### config.mk
export PLATFORM = sky130hd
export DESIGN_NAME = pipe_elastic_stage
export DESIGN_NICKNAME = d
export VERILOG_FILES = /design/src/rtl/pipe_elastic_stage.sv
export SDC_FILE = /design/constraint.sdc
export NUM_CORES = 1
export LEC_CHECK = 0
export CAP_MARGIN = 25
export CORE_UTILIZATION = 51
export DETAILED_ROUTE_END_ITERATION = 8
export MAX_ROUTING_LAYER = met4
export PLACE_DENSITY_LB_ADDON = 0.2
export SKIP_LAST_GASP = 1
export SLEW_MARGIN = 5
export SYNTH_ARGS = -nofsm -noshare
export SYNTH_HDL_FRONTEND = slang
export SYNTH_SLANG_ARGS = --single-unit
### constraint.sdc
create_clock -name clk -period 9.25 [get_ports clk]
set_input_delay 1.3875 -clock clk [delete_from_list [all_inputs] [get_ports clk]]
set_output_delay 1.3875 -clock clk [all_outputs]
set_load 0.005 [all_outputs]
### src/rtl/pipe_elastic_stage.sv
// pipe_elastic_stage: hazard-aware elastic FIFO stage placed between two CPU pipeline stages.
// Optional zero-latency empty-buffer bypass is built when PIPE_ELASTIC_BYPASS_EN is defined.

`ifndef FLUSH_ALL
`define FLUSH_ALL   4'd1
`endif
`ifndef FLUSH_EARLY
`define FLUSH_EARLY 4'd2
`endif
`ifndef STALL_MMU
`define STALL_MMU   4'd3
`endif
`ifndef STAGE_IF
`define STAGE_IF    0
`endif
`ifndef STAGE_ID
`define STAGE_ID    1
`endif
`ifndef STAGE_EX
`define STAGE_EX    2
`endif
`ifndef STAGE_MEM
`define STAGE_MEM   3
`endif
`ifndef STAGE_WB
`define STAGE_WB    4
`endif

module pipe_elastic_stage #(
  parameter int               STAGE       = `STAGE_ID,
  parameter int               WIDTH       = 32,
  parameter int               DEPTH       = 2,
  parameter logic [WIDTH-1:0] RESET_VALUE = '0
) (
  input  logic                       clk,
  input  logic                       rst,
  input  logic [3:0]                 hazard_signal,
  input  logic                       in_valid,
  output logic                       in_ready,
  input  logic [WIDTH-1:0]           in_data,
  output logic                       out_valid,
  input  logic                       out_ready,
  output logic [WIDTH-1:0]           out_data,
  output logic [$clog2(DEPTH+1)-1:0] occupancy
);
  localparam int              PW   = (DEPTH > 1) ? $clog2(DEPTH) : 1;
  localparam int              CW   = $clog2(DEPTH + 1);
  localparam logic [PW-1:0]   LAST = PW'(DEPTH - 1);
  localparam logic [CW-1:0]   FULL = CW'(DEPTH);

  logic [WIDTH-1:0] mem [DEPTH];
  logic [PW-1:0]    wr_ptr, rd_ptr;
  logic [CW-1:0]    count;
  logic             flush_hit, stall, byp, enq, deq, empty;

  // Explicit wrap so non-power-of-two depths never index past the last entry.
  function automatic logic [PW-1:0] ptr_nxt(input logic [PW-1:0] p);
    return (p == LAST) ? '0 : p + 1'b1;
  endfunction

  assign flush_hit = ((hazard_signal == `FLUSH_ALL)   && (STAGE != `STAGE_WB)) ||
                     ((hazard_signal == `FLUSH_EARLY) && (STAGE == `STAGE_ID));
  assign stall     = (hazard_signal == `STALL_MMU) && !flush_hit;
  assign empty     = (count == '0);

`ifdef PIPE_ELASTIC_BYPASS_EN
  assign byp = empty && in_valid && out_ready && !stall && !flush_hit;
`else
  assign byp = 1'b0;
`endif

  // Ready depends only on count and hazard; a full buffer never borrows the slot being drained.
  assign in_ready  = (count != FULL) && !stall && !flush_hit;
  assign out_valid = (!empty || byp) && !stall && !flush_hit;
  assign occupancy = count;

  // A bypassed beat completes both handshakes without touching storage.
  assign enq = in_valid && in_ready && !byp;
  assign deq = out_valid && out_ready && !byp;

  always_comb begin
    out_data = RESET_VALUE;
    if (!empty)   out_data = mem[rd_ptr];
    else if (byp) out_data = in_data;
  end

  always_ff @(posedge clk) begin
    if (!rst && enq) mem[wr_ptr] <= in_data;
  end

  always_ff @(posedge clk) begin
    if (rst || flush_hit) begin
      wr_ptr <= '0;
      rd_ptr <= '0;
      count  <= '0;
    end else begin
      if (enq) wr_ptr <= ptr_nxt(wr_ptr);
      if (deq) rd_ptr <= ptr_nxt(rd_ptr);
      case ({enq, deq})
        2'b10:   count <= count + 1'b1;
        2'b01:   count <= count - 1'b1;
        default: count <= count;
      endcase
    end
  end

endmodule

# After elaboration in Yosys (flattened, before gate mapping)
# Memories as Yosys holds them, arrays and structs flattened. A register that Yosys moved wholly into a read port is not among the register bits.
# Index checks and enable logic that the tools add are counted.
# op_classes
n_addsub,4
multipliers,0
n_div,0
magnitude_cmp,0
n_eq_ne,6
shift,0
mux,8
n_bitwise,0
reduce_logical,16
# ops
operator,n
32-bit two-way mux,1
"4-bit by 2-bit equality test with 1-bit output, second input constant",2
1-bit logical AND,8
1-bit two-way mux,6
"4-bit by 1-bit equality test with 1-bit output, second input constant",1
1-bit logical NOT,4
2-bit one-hot mux with 2 select lines,1
"1-bit adder, second input constant",2
"2-bit by 1-bit adder with 2-bit output, second input constant",1
"2-bit by 1-bit equality test with 1-bit output, second input constant",1
"2-bit equality test, second input constant",1
2-bit logical NOT,1
1-bit logical OR,2
"2-bit != test, second input constant",1
2-bit nonzero test,1
"2-bit by 1-bit subtractor with 2-bit output, second input constant",1
# word_totals
register_bits,4
latch_bits,0
ramBits,64
romBits,0
in_bits,40
out_inout_bits,36
word_cells,38
memories,1
# mem_list
name,words,word_bits,rd,rd_ports_with_merged_regs,write_ports,line,text
mem,2,32,1,1,1,51,logic [WIDTH-1:0] mem [DEPTH];

# Logic depth before layout (Yosys ltp)
# depth
ltp_word,11
ltp_mapped,6

# Worst setup path after synthesis
# OpenSTA, ideal clock, no wires.
# synth_path
path_type,input port to flip-flop
from,input port hazard_signal[1]
to,"memory mem[1][0], enable pin"
setup_ns,0.468
t_arrival_ns,4.133
t_required_ns,8.782
path_slack_ns,4.649
path_stages,3
path_buffers,0
cell_sequence,nor2_1 -> o311ai_4 -> nor3b_1
# synth_between
elab_chain_cells,11
word_cells_on_any_way,13
cone_classes,3 x eq/ne; 2 x mux; 8 x reduce/logical
# synth_rtl
element,line,text
start: declaration,37,"input logic [3:0] hazard_signal,"
4-bit by 1-bit equality test with 1-bit output (no source line) / 4-bit by 2-bit equality test with 1-bit output (equally long branches),-,
1-bit logical OR,61,assign flush_hit = ((hazard_signal == `FLUSH_ALL) && (STAGE != `STAGE_WB)) ||
1-bit logical NOT,"63, 73",
1-bit logical AND,63,assign stall = (hazard_signal == `STALL_MMU) && !flush_hit;
1-bit logical NOT,73,assign in_ready = (count != FULL) && !stall && !flush_hit;
1-bit logical AND,73,
1-bit logical AND *,73,
1-bit logical AND *,78,assign enq = in_valid && in_ready && !byp;
1-bit logical AND *,88,if (!rst && enq) mem[wr_ptr] <= in_data;
1-bit two-way mux *,88,
1-bit two-way mux (implied by the code) *,88,
end: declaration,51,
# Mark *: on every way between the ends. The rest lies on a longest branch, timed or not.

# Final worst setup path
# layout_path
from,input port hazard_signal[1]
to,output port in_ready
# layout_between
elab_chain_cells,7
word_cells_on_any_way,9
cone_classes,3 x eq/ne; 6 x reduce/logical
# layout_rtl
element,line,text
4-bit by 1-bit equality test with 1-bit output (no source line) / 4-bit by 2-bit equality test with 1-bit output (equally long branches),-,
1-bit logical OR,61,
1-bit logical NOT,"63, 73",
1-bit logical AND,63,
1-bit logical NOT,73,
1-bit logical AND,73,
1-bit logical AND *,73,
end: declaration,39,"output logic in_ready,"
# Marks and branches as above.

==> reports/metrics.cfg <==
[sta]
fin_skew_ns=0.00550
fin_crit_sh_pct=45.7
rsz0062_at_grt=false
finalHoldViolations=0
final-setup-viol-count=0
worstMarginPinSlew_ns=1.01
relSlewSlack_pct=32.4
fin_tns_setup_ns=0
fmax_mhz=237
whs_ns=0.530
min_period_ns=4.23
slew_violations=0

[floorplanning]
io_pins=76
die_height_um=74.7
fp-row-count=26
start_util_pct=52.7
die_w_um=74.7
coreArea_um2=5110
die_area_um2=5580

[worst_setup_path]
path_class=in2out
crit_fanout=3
crit_buf_inv=2
cp_common_cell=clkdlybuf4s50_1
endpoint_kind=output pin
slowest_delay_ns=0.52
slowest_stage=clkdlybuf4s50_1
crit_path_start_kind=input pin
worstPathCellList=clkdlybuf4s50_1 > nor2_1 > nor3_1 > nor2b_1 > clkdlybuf4s50_1
cp.required_ns=7.86
worstPathArrival_ns=2.84
cp_top_family=buffers and inverters

[synthesis]
yosysUniqueCellTypes=20
netlist_area_um2=2690
netlist_instances=167
ys_ff_latch=69
async_flop_share_pct=0
syn_avg_cell_area_um2=16.1
yosys-top-cells-area=edfxtp_1 71%, mux2i_1 12%, nor2_1 5.6%
synth_fp_nets=208
synthTopCellsByCount=64 x edfxtp_1, 40 x nor2_1, 32 x mux2i_1, 5 x dfxtp_1, 4 x buf_2
seq_area_frac_synth_pct=75.1
synth_top_area_cell=edfxtp_1
synth_edf_count=64
post-synth-top-count-cell=edfxtp_1
yosys_warnings=0
synthFlopType=edfxtp_1
yosysTopAreaCellShare_pct=71.3

[finish]
fin_area_um2=3740
antenna_cells=0
drive_gt1_share_pct=10.2
layout.nets=290
syn2layout_area_growth_pct=38.8
fill_cells=358

[cts]
clockBufferDepth=2
root_buffer=clkbuf_8
clk_latency_ns=0.32
ctsHoldBuffers=0
cts_buffers=9
cts.sinks=69
htreeDepth=3
cts_resized=0
post_cts_buffers=0
cts_tree=yes
path_clk_slew_ns=0.07

[routing]
drt_iter0_markers=52
ant_nets=0
avgViaCountPerCell=4.91
drc=0
routedWlPerCell_um=14.5
wl_um=4680
drt_first_pass_iters=7
via_count=1590

[job]
max_cap_viol_count=0

[grt]
grt_usage_pct=18.7
grt_pass1_vias=1576
grt_start_max_net_pins=34
antenna_found_initial=0
grt_overflow_total=0
grt_pass1_wl_um=7050

[place]
io_buffers=75
finalWeightedCongestion=0.736
placement.cell_area_um2=3530
hpwl_um=3000

[worst_hold_path]
min_path_type=reg2reg

[power_and_ir_drop]
comb_power_share_pct=23.4
clkPwrFrac_pct=30.7
p_sw_share_pct=24.3
internal_power_w=0.000629
p_switching_w=0.000202
power.leakage_nw=1.22
p_per_area_nw_per_um2=222
power_frac_seq_pct=45.9
ir_worst_vdd_mv=0.141

[run_status]
status=completed

-- cell type report --
| class | instances | area, um^2 | area share, % |
|---|---|---|---|
| sequential | 69 | 2020 | 54.1 |
| timing repair buffer | 78 | 773 | 20.7 |
| multi-input combinational | 91 | 642 | 17.2 |
| clock buffer | 9 | 124 | 3.31 |
| clock inverter | 7 | 90.1 | 2.41 |
| tap | 70 | 87.6 | 2.34 |
-- cells in the final DEF (no fill, tap or decap), types with 2 or more instances in the layout --
cell	netlist	layout
nor2_1	40	39
bufinv_16	0	2
dfxtp_1	5	4
xnor2_1	2	2
clkbuf_8	0	9
buf_4	3	3
clkinvlp_4	0	2
o21ai_0	2	2
mux2i_1	32	32
edfxtp_1	64	64
clkdlybuf4s50_1	0	75
clkinv_2	0	3
xor2_1	3	3
-- sequential cells by signal, summed over array words and instances (netlist names), named ones only --
signal	count
mem	64
occupancy	2
rd_ptr	1
wr_ptr	1
-- path summary, 6_finish.rpt --
kind                            cells after the start                 startpoint  slack (ns)             endpoint
worst min register to register                      2        rd_ptr$_SDFFE_PP0P_        0.53             register
worst max-delay path                                5           hazard_signal[1]        5.02             in_ready
worst min-delay path                                2        rd_ptr$_SDFFE_PP0P_        0.53             register
worst max register to register                      4  occupancy[0]$_SDFFE_PP0P_        6.99  mem[1][2]$_DFFE_PP_
-- cells by family (layout without fill, tap and decap cells) --
group | Yosys count | in the layout | share of synthesized area, %
AND/OR/NAND/NOR | 47 | 47 | 7.25
flip-flops | 69 | 69 | 75.1
XOR/XNOR | 5 | 5 | 1.63
AO/OA/AOI/OAI | 6 | 6 | 2.14
adder cells (fa/ha/maj) | 1 | 1 | 0.464
buffers and inverters | 7 | 94 | 1.58
multiplexers | 32 | 32 | 11.9
-- worst register-to-register path, delay by kind of cell (launching register included) --
kind	cells	cell delay [ns]
AO/OA/AOI/OAI	1	0.14
buffers and inverters	1	0.44
flip-flops	1	0.45
AND/OR/NAND/NOR	2	0.88
-- stage by stage --
stage / setup slack (ns) / cells / utilization [%] / total power [W]
3_5_place_dp: 5.01 / 308 / 69.0 / 0.000585
5_1_grt: 4.93 / 324 / 73.2 / 0.000872
2_1_floorplan: 4.65 / 167 / - / 0.000469
6_report: 5.02 / 324 / 73.2 / 0.000831
4_1_cts: 5.01 / 324 / 73.2 / 0.000841
3_3_place_gp: 5.08 / 308 / 69.0 / 0.000580
-- power by group through the flow --
stage	Clock [W]	Combinational, W	Sequential, W
floorplan	0	0.0000935	0.000376
CTS	0.000261	0.000198	0.000382
finish	0.000255	0.000195	0.000381
detailed placement	0	0.000197	0.000388
global placement	0	0.000193	0.000388
global route	0.000275	0.000213	0.000384
-- metal layers --
layer | share of wire (%) | vias up | global-route usage [%]
li1 | - | 778 | -
met1 | 43 | 759 | 20.1
met2 | 51 | 49 | 31.1
met3 | 4.9 | 4 | 5.09
met4 | 0.79 | 0 | 10.7
met5 | 0 | - | -
(Power assumes the default switching activity.)
